File: config.mk
export PLATFORM = sky130hd
export DESIGN_NAME = instr_prefetch_buffer
export DESIGN_NICKNAME = d
export VERILOG_FILES = /design/src/rtl/instr_prefetch_buffer.sv
export SDC_FILE = /design/constraint.sdc
export NUM_CORES = 1
export LEC_CHECK = 0
export BUFFER_PORTS_ARGS = -buffer_cell sky130_fd_sc_hd__buf_2
export CAP_MARGIN = 20
export CORE_MARGIN = 4
export CORE_UTILIZATION = 25
export DETAILED_ROUTE_END_ITERATION = 12
export GPL_ROUTABILITY_DRIVEN = 0
export SLEW_MARGIN = 25
export SYNTH_ARGS = -nofsm -noshare
export SYNTH_HDL_FRONTEND = slang
export SYNTH_SLANG_ARGS = --single-unit
File: constraint.sdc
create_clock -name clk -period 2.6 [get_ports clk]
set_input_delay 0.26 -clock clk [delete_from_list [all_inputs] [get_ports clk]]
set_output_delay 0.26 -clock clk [all_outputs]
set_load 0.01 [all_outputs]
File: src/rtl/instr_prefetch_buffer.sv
// rtl/instr_prefetch_buffer.sv - sequential instruction prefetcher with small FIFO and branch redirect
module instr_prefetch_buffer #(
    parameter int                    ADDR_WIDTH = 15,
    parameter int                    FIFO_DEPTH = 4,
    parameter logic [ADDR_WIDTH-1:0] BOOT_ADDR  = '0
) (
    input  logic                  clk,
    input  logic                  rst_n,
    input  logic                  fetch_en_i,
    input  logic                  branch_i,
    input  logic [ADDR_WIDTH-1:0] branch_addr_i,
    output logic                  instr_valid_o,
    output logic [31:0]           instr_rdata_o,
    output logic [ADDR_WIDTH-1:0] instr_addr_o,
    input  logic                  instr_ready_i,
    output logic                  mem_en_o,
    output logic [ADDR_WIDTH-1:0] mem_addr_o,
    input  logic [31:0]           mem_rdata_i,
    output logic                  busy_o
);

    localparam int PTR_W = $clog2(FIFO_DEPTH);
    localparam int CNT_W = PTR_W + 1;
    localparam logic [ADDR_WIDTH-1:0] WORD_STEP = ADDR_WIDTH'(4);
    localparam logic [ADDR_WIDTH-1:0] WORD_MASK = ~ADDR_WIDTH'(3);

    typedef enum logic {IDLE, RUN} state_t;

    state_t                  state_q, state_d;
    logic                    fetch_ok;
    logic [ADDR_WIDTH-1:0]   pc_q;
    logic                    inflight_q;
    logic [ADDR_WIDTH-1:0]   infl_addr_q;

    logic [31:0]             data_q [FIFO_DEPTH];
    logic [ADDR_WIDTH-1:0]   addr_q [FIFO_DEPTH];
    logic [PTR_W-1:0]        wptr_q, rptr_q;
    logic [CNT_W-1:0]        count_q;

    logic [CNT_W:0]          occupancy;
    logic                    issue;
    logic                    push;
    logic                    pop;
    logic [ADDR_WIDTH-1:0]   target;
    logic [ADDR_WIDTH-1:0]   fetch_addr;

    always_comb begin
        state_d  = state_q;
        fetch_ok = 1'b0;
        case (state_q)
            IDLE: begin
                if (fetch_en_i) begin
                    state_d  = RUN;
                    fetch_ok = 1'b1;
                end
            end
            RUN: begin
                if (!fetch_en_i) begin
                    state_d = IDLE;
                end else begin
                    fetch_ok = 1'b1;
                end
            end
            default: state_d = IDLE;
        endcase
    end

    // Credit counts buffered plus in-flight words; a same-cycle pop is deliberately not counted.
    assign occupancy  = {1'b0, count_q} + {{CNT_W{1'b0}}, inflight_q};
    assign issue      = rst_n && fetch_ok && (occupancy < (CNT_W+1)'(FIFO_DEPTH));
    assign target     = branch_addr_i & WORD_MASK;
    assign fetch_addr = branch_i ? target : pc_q;

    assign mem_en_o   = issue;
    assign mem_addr_o = fetch_addr;
    assign busy_o     = inflight_q;

    assign push = inflight_q && !branch_i;
    assign pop  = instr_valid_o && instr_ready_i && !branch_i;

    assign instr_valid_o = (count_q != '0);
    assign instr_rdata_o = data_q[rptr_q];
    assign instr_addr_o  = addr_q[rptr_q];

    always_ff @(posedge clk or negedge rst_n) begin
        if (!rst_n) begin
            state_q     <= IDLE;
            pc_q        <= BOOT_ADDR;
            inflight_q  <= 1'b0;
            infl_addr_q <= '0;
        end else begin
            state_q    <= state_d;
            inflight_q <= issue;
            if (issue) begin
                infl_addr_q <= fetch_addr;
            end
            if (branch_i) begin
                pc_q <= issue ? (target + WORD_STEP) : target;
            end else if (issue) begin
                pc_q <= pc_q + WORD_STEP;
            end
        end
    end

    // A branch flushes the queue and drops the response arriving in the same cycle.
    always_ff @(posedge clk or negedge rst_n) begin
        if (!rst_n) begin
            for (int i = 0; i < FIFO_DEPTH; i++) begin
                data_q[i] <= '0;
                addr_q[i] <= '0;
            end
            wptr_q  <= '0;
            rptr_q  <= '0;
            count_q <= '0;
        end else if (branch_i) begin
            wptr_q  <= '0;
            rptr_q  <= '0;
            count_q <= '0;
        end else begin
            if (push) begin
                data_q[wptr_q] <= mem_rdata_i;
                addr_q[wptr_q] <= infl_addr_q;
                wptr_q         <= wptr_q + 1'b1;
            end
            if (pop) begin
                rptr_q <= rptr_q + 1'b1;
            end
            case ({push, pop})
                2'b10:   count_q <= count_q + 1'b1;
                2'b01:   count_q <= count_q - 1'b1;
                default: count_q <= count_q;
            endcase
        end
    end

endmodule

# After elaboration in Yosys (flattened, before gate mapping)
# Index checks and enable logic that the tools add are counted.
# totals
output_inout_bits,65
in_bits,52
ram_bits,0
latch_bits,0
memories,0
wordCells,66
rom_bits,0
regBits,226
# op_classes
n_lt_le_gt_ge,4
bitwise,3
eq_ne,2
add_sub_neg,7
n_reduce_logical,13
multipliers,0
shifts,0
div_mod_pow,0
n_mux,23
# op_table
operator,n
$bwmux 128,1
$mux 15,7
$mux 32,3
$bmux 32 s2,1
$demux 32 s2,1
$bwmux 60,1
$add 15x3->15 const B,2
$bmux 15 s2,1
$demux 15 s2,1
$mux 2,4
$ge 3x3->1 const B,2
$logic_and 1x1->1,6
$not 2->3,2
$pmux 3 s2,1
$reduce_bool 2->1,3
$reduce_bool 3->1,2
$add 2x1->2 const B,2
$add 3x1->4,1
$lt 4x3->1 const B,1
$add 3x1->3 const B,1
$lt 3x1->1 const B,1
$mux 3,1
$sub 3x1->3 const B,1
$eq 2x1->1 const B,1
5 further kinds,5

# Depth between registers and ports, before layout
# Gate-level depths: netlist (run 1).
# depth
word_depth,6
ltp_mapped,9
mapped_depth_nobuf,7

# Worst setup path before layout (run 1)
# Ideal clock, no wire load.
# synth_timing
kind,input-to-reg
start,input branch_i
end,register count_q[2]
n_path_buf,3
slack_ns,0.479
cell_stages,9
arrival_time_ns,1.989
setup_ns,0.132
required_time_ns,2.468
cell_sequence,buf_2 buf_2 clkbuf_1 nor3_1 fa_1 or3_1 nand2_1 xnor2_1 nor2_1
# synth_between
elab_chain_cells,5
word_cells_on_any_way,8
cone_classes,eq/ne (2); mux (2); reduce/logical (4)
# synth_rtl
item,line_no,text
from (decl),10,"input logic branch_i,"
$logic_not 1->1,"78, 79",
$logic_and 1x1->1 (on tied branches),"79, 78",
$eq 2x1->1 or $eq 2x2->1 (tied branches),128,"case ({push, pop})"
$pmux 3 s2,128,
$mux 3,115,end else if (branch_i) begin
to (signal assigned),129,2'b10: count_q <= count_q + 1'b1;
to (signal assigned),130,2'b01: count_q <= count_q - 1'b1;
to (signal assigned),131,default: count_q <= count_q;
to (decl),38,logic [CNT_W-1:0] count_q;
# Parallel ways exist; a longest one is shown, timed or not.
# A chain may end at the register's enable or synchronous reset.

# Final worst setup path (run 1)
# layout_timing
start,register rptr_q[0]
end,output instr_rdata_o[7]
# layout_between
elab_chain_cells,4
# layout_rtl
item,line_no,text
from (decl),37,"logic [PTR_W-1:0] wptr_q, rptr_q;"
from (signal assigned),126,rptr_q <= rptr_q + 1'b1;
$not 2->3 (implied by the code),82,assign instr_rdata_o = data_q[rptr_q];
$bmux 32 s2,82,
$mux 32 (implied by the code) (2 in a row),82,
to (decl),13,"output logic [31:0] instr_rdata_o,"
# No other way between the ends. The select of a mux whose other input is x is not followed.

==> qor.yml, run 1 <==
status: "completed"
critical_path_class: "reg2out"
fp.dieH_um: 209
tritoncts: "yes"
required_ns: 2.34
clkLatencyLatePin_ns: 0.54
synth-compound-area-share_pct: 0.310
layout_setup_ws_ns: 0.195
p_leak_nw: 5.69
fill_cells: 3989
power_mw: 12.5
setup_viol: 0
synth_top_area_share_pct: 54.3
cts_sinks: 219
synth_top_family_by_area: "multiplexers"
grt_pass1_vias: 6413
final_cell_count_no_fill: 1332
drt_iter0_drc: 214
grt_max_degree: 131
synth-edff-count: 0
routed_wl_um: 23200
whs_path_depth: 2
via_per_inst: 4.34
hold_viol: 0
drtAntennaViolNets: 0
setup_tns_ns: 0
ys.flop_type: "dfrtp_1"
synth-xor-area-share_pct: 2.52
synthTopCellsByArea: "dfrtp_1 (54%), mux2_2 (22%), mux4_2 (10%)"
cts-buffers-inserted: 28
dr.pass1.iters: 4
ys_ff_latch: 219
internal_power_mw: 8.95
synth.largest_area_cell: "dfrtp_1"
overflow: 0
rrSetupSlack_ns: 0.50
track_usage_pct: 10.6
die_x_um: 209
dp_cells: 1248
cp-end-kind: "primary output"
seqPwrFrac_pct: 41.3
peakVddDrop_v: 0.000445
arrival_ns: 2.15
postSynthAreaPerCell_um2: 16.0
root_buffer: "clkbuf_16"
synthTopCellsByCount: "dfrtp_1 (219), mux2_2 (198), mux4_2 (47)"
seq_area_mm2: 0.00549
grt_setup_unrepaired: "no"
cts.path.max_buffers: 3
muxShareOfSynthArea_pct: 35.0
synth_adder_area_share_pct: 0.942
yosysMostFrequentCell: "dfrtp_1"
synthCells: 630
io_pins: 117
max_cap_viol_count: 0
holdCritPathClass: "in2reg"
yosys.area_share.simple_pct: 3.87
fin_crit_sh_pct: 92.5
antenna_found_initial: 1
max_freq_mhz: 416
powerDensity_mw_per_mm2: 1000
synth-async-reset-ratio_pct: 100
yosys_warnings: 0
synth_area_mm2: 0.0101
row_count: 73
multiInputGateArea_mm2: 0.00431
start_util_pct: 25.3
min_from: "branch_i"
crit_path_start_kind: "flip-flop"
ys_types: 34
dp_hpwl_um: 14600
clockPowerShare_pct: 31.0
num_vias: 5787
p_switching_mw: 3.58
grt_pass1_wl_um: 37300
pre_cts_slack_ns: 0.525
maxSlewViolCount: 0
wl_per_cell_um: 17.4
worst_slew_pin_slew_ns: 0.754
port-buffer-count: 112
seq_area_frac_synth_pct: 54.3
r2r_end: "count_q[2]$_DFFE_PN0P_"
fp.dieArea_mm2: 0.0437
rr_startpoint: "count_q[0]$_DFFE_PN0P_"
nNetsFinal: 845
skew_ns: 0.0123
hold_end: "wptr_q[0]$_DFFE_PN0P_"
cp_max_fo: 20
maxSlewHeadroom_pct: 49.8
post-cts-setup-buffer-count: 0
drc: 0
finalCriticalPeriod_ns: 2.41
area_growth_pct: 23.6
rr_worst_depth: 7
p_sw_share_pct: 28.6
clk_pin_slew_ns: 0.06
antennaDiodeCount: 0
pwr-share-comb_pct: 27.7
cts.htree.levels: 1
drive_gt1_share_pct: 52.9
core_mm2: 0.0398
-- worst max-delay path by stage --
stage	to	slack, ns	cells after the start	from
floorplan	count_q[2]$_DFFE_PN0P_	0.48	9	branch_i
CTS	instr_rdata_o[7]	0.11	3	rptr_q[0]$_DFFE_PN0P_
global placement	count_q[2]$_DFFE_PN0P_	0.50	7	count_q[0]$_DFFE_PN0P_
detailed placement	count_q[2]$_DFFE_PN0P_	0.52	7	count_q[0]$_DFFE_PN0P_
global route	instr_rdata_o[7]	0.07	3	rptr_q[0]$_DFFE_PN0P_
finish	instr_rdata_o[7]	0.19	3	rptr_q[0]$_DFFE_PN0P_
-- stage by stage --
step / cell area [µm²] / hold slack (ns) / util, %
floorplan: 10100 / -0.0356 / -
global placement: 11200 / 0.179 / 28.1
detailed placement: 11200 / 0.175 / 28.1
CTS: 12500 / 0.000550 / 31.3
global route: 12500 / 0.0204 / 31.3
finish: 12500 / 0.0189 / 31.3
-- cell usage in the layout (no fill, tap or decap), types with 6 or more instances in the layout --
master	n
mux4_2	47
xor2_1	22
buf_4	13
clkbuf_1	9
nand3_1	7
mux2_1	12
ha_1	6
nand4_1	9
buf_2	111
mux2_2	198
mux2i_1	11
xnor2_1	7
clkbuf_16	29
nor2_1	11
dlygate4sd3_1	33
dfrtp_1	217
nand2_1	14
-- critical path, cell delays in order (launching register included) --
cell	delay, ns
dfrtp_4	0.42
buf_4	0.40
mux4_2	0.61
buf_2	0.17
-- cells by family after synthesis --
| kind of cell | Yosys count |
|---|---|
| multiplexers | 268 |
| other | 1 |
| XOR/XNOR | 29 |
| AO/OA/AOI/OAI | 3 |
| buffers and inverters | 39 |
| adder cells (fa/ha/maj) | 7 |
| AND/OR/NAND/NOR | 64 |
| flip-flops | 219 |
-- area by class of cell --
cell class | instances | share of cell area [%]
sequential | 219 | 44.0
timing repair buffer | 162 | 8.65
clock inverter | 10 | 1.06
inverter | 2 | 0.0602
multi-input combinational | 373 | 34.6
clock buffer | 41 | 6.42
tap | 525 | 5.27
-- power by group through the flow --
stage / Sequential, mW / Combinational [mW] / Clock (mW)
floorplan: 4.99 / 2.46 / 0
global placement: 5.18 / 3.43 / 0
detailed placement: 5.24 / 3.51 / 0
CTS: 5.19 / 3.56 / 4.05
global route: 5.33 / 3.81 / 4.18
finish: 5.17 / 3.47 / 3.89
-- flip-flops by register name, summed over array words and instances, names as in the netlist --
register	flops
data_q	128
addr_q	56
infl_addr_q	14
pc_q	13
count_q	3
rptr_q	2
wptr_q	2
busy_o	1
-- per-layer routing --
metal	up-vias	wire, µm	track usage [%]
li1	2634	-	-
met1	2999	10800	14.8
met2	115	10600	16.8
met3	37	1280	2.90
met4	2	461	2.12
met5	-	7	0
-- timing repair --
action                                 in CTS  in global routing
endpoints found under the hold margin     160                  0
gates resized for setup                     0                  0
hold buffers                               33                  0
No activity file was read; power rests on OpenSTA's default activity.
==> inputs of run 2 (changes only) <==
HOLD_SLACK_MARGIN = 0.02   (was unset)
==> qor.yml, run 2 (same netlist as run 1, synthesis figures left out) <==
critPathSlowestCell: "mux4_2"
fin_util_pct: 31.4
cp_max_fo: 20
rrSetupSlack_ns: 0.50
clockPowerShare_pct: 31.0
p_sw_share_pct: 28.6
hold_end: "pc_q[10]$_DFFE_PN0P_"
grt_pass1_wl_um: 37300
seqPwrFrac_pct: 41.2
internal_power_mw: 8.95
fin_crit_sh_pct: 92.6
cts-buffers-inserted: 28
power_mw: 12.5
finalCriticalPeriod_ns: 2.41
maxSlewHeadroom_pct: 49.7
max_freq_mhz: 415
track_usage_pct: 10.6
clkLatencyLatePin_ns: 0.54
peakVddDrop_v: 0.000445
num_vias: 5800
nNetsFinal: 847
antennaDiodeCount: 0
wl_per_cell_um: 17.5
port-buffer-count: 112
tritoncts: "yes"
p_leak_nw: 5.70
rr_startpoint: "count_q[0]$_DFFE_PN0P_"
setup_viol: 0
drt_iter0_drc: 206
crit_family: "multiplexers"
maxSlewViolCount: 0
largest_register_ffs: 128
arrival_ns: 2.15
hold_viol: 0
required_ns: 2.34
crit_path_start_kind: "flip-flop"
grt_setup_unrepaired: "no"
top_usage_layer: "met2"
powerDensity_mw_per_mm2: 1000
io_pins: 117
status: "completed"
grt_pass1_vias: 6413
setup_tns_ns: 0
placed_area_mm2: 0.0112
area_growth_pct: 23.8
dp_hpwl_um: 14600
fp.dieH_um: 209
top_register: "data_q"
critical_path_class: "reg2out"
drive_gt1_share_pct: 52.8
p_switching_mw: 3.59
use_met3_pct: 2.90
drc: 0
max_cap_viol_count: 0
r2r_end: "count_q[2]$_DFFE_PN0P_"
fp.dieArea_mm2: 0.0437
root_buffer: "clkbuf_16"
antenna_found_initial: 1
via_per_inst: 4.35
core_mm2: 0.0398
fin_area_mm2: 0.0125
dr.pass1.iters: 4
cts.htree.levels: 1
skew_ns: 0.0126
gr-usage-met1_pct: 14.8
reg.largest.list: "data_q (128), addr_q (56), infl_addr_q (14)"
whs_path_depth: 3
worst_slew_pin_slew_ns: 0.755
drtAntennaViolNets: 0
cts_sinks: 219
layout_commonest_cell: "dfrtp_1"
mostFrequentLayoutCells: "dfrtp_1 (217), mux2_2 (198), buf_2 (111)"
die_x_um: 209
grt_max_degree: 131
overflow: 0
clk_pin_slew_ns: 0.06
pwr-share-comb_pct: 27.7
cp-end-kind: "primary output"
rr_worst_depth: 7
cts.path.max_buffers: 3
path_buf_inv: 2
start_util_pct: 25.3
cpPeakStageDelay_ns: 0.61
crit_chain: "buf_4 > mux4_2 > buf_2"
met2_usage_pct: 16.8
row_count: 73
min_from: "branch_addr_i[10]"
routed_wl_um: 23300
holdCritPathClass: "in2reg"
-- run 2: worst max path at each step --
stage	startpoint	end	slack, ns	cells after the start
finish	rptr_q[0]$_DFFE_PN0P_	instr_rdata_o[7]	0.19	3
global route	rptr_q[0]$_DFFE_PN0P_	instr_rdata_o[7]	0.07	3
CTS	rptr_q[0]$_DFFE_PN0P_	instr_rdata_o[7]	0.11	3
detailed placement	count_q[0]$_DFFE_PN0P_	count_q[2]$_DFFE_PN0P_	0.52	7
global placement	count_q[0]$_DFFE_PN0P_	count_q[2]$_DFFE_PN0P_	0.50	7
floorplan	branch_i	count_q[2]$_DFFE_PN0P_	0.48	9
-- run 2: power by group through the flow --
stage	combinational (mW)	clock [mW]	sequential, mW
after detailed placement	3.51	0	5.24
after global routing	3.81	4.18	5.33
final	3.48	3.89	5.17
after CTS	3.57	4.05	5.19
after global placement	3.43	0	5.18
after floorplan	2.46	0	4.99
-- run 2: what timing repair did --
item	4_1_cts	5_1_grt
gates resized for setup	0	0
hold buffers	35	0
hold endpoints to repair	165	0
buffers inserted	0	0
-- run 2: through the flow --
stage / hold WS, ns / std cells / setup slack [ns]
6_report: 0.0498 / 1334 / 0.192
5_1_grt: 0.0528 / 1334 / 0.0688
4_1_cts: 0.0259 / 1334 / 0.107
3_5_place_dp: 0.175 / 1248 / 0.525
3_3_place_gp: 0.179 / 1248 / 0.504
2_1_floorplan: -0.0356 / 631 / 0.479
-- run 2: routing by layer --
metal	wire, µm	share of wire (%)
met3	1270	5.5
met5	7	0.030
met2	10600	46
met1	10900	47
met4	464	2.0
-- run 2: area by class of cell --
cell class | instances | area (µm²)
clock inverter | 10 | 133
inverter | 2 | 7.51
sequential | 219 | 5490
fill | 3989 | 27300
timing repair buffer | 164 | 1100
multi-input combinational | 373 | 4310
clock buffer | 41 | 801
tap | 525 | 657
-- run 2: worst min-delay path, stage by stage --
cell and delay [ns]:
buf_2 0.10, xnor2_1 0.12, mux2i_1 0.07
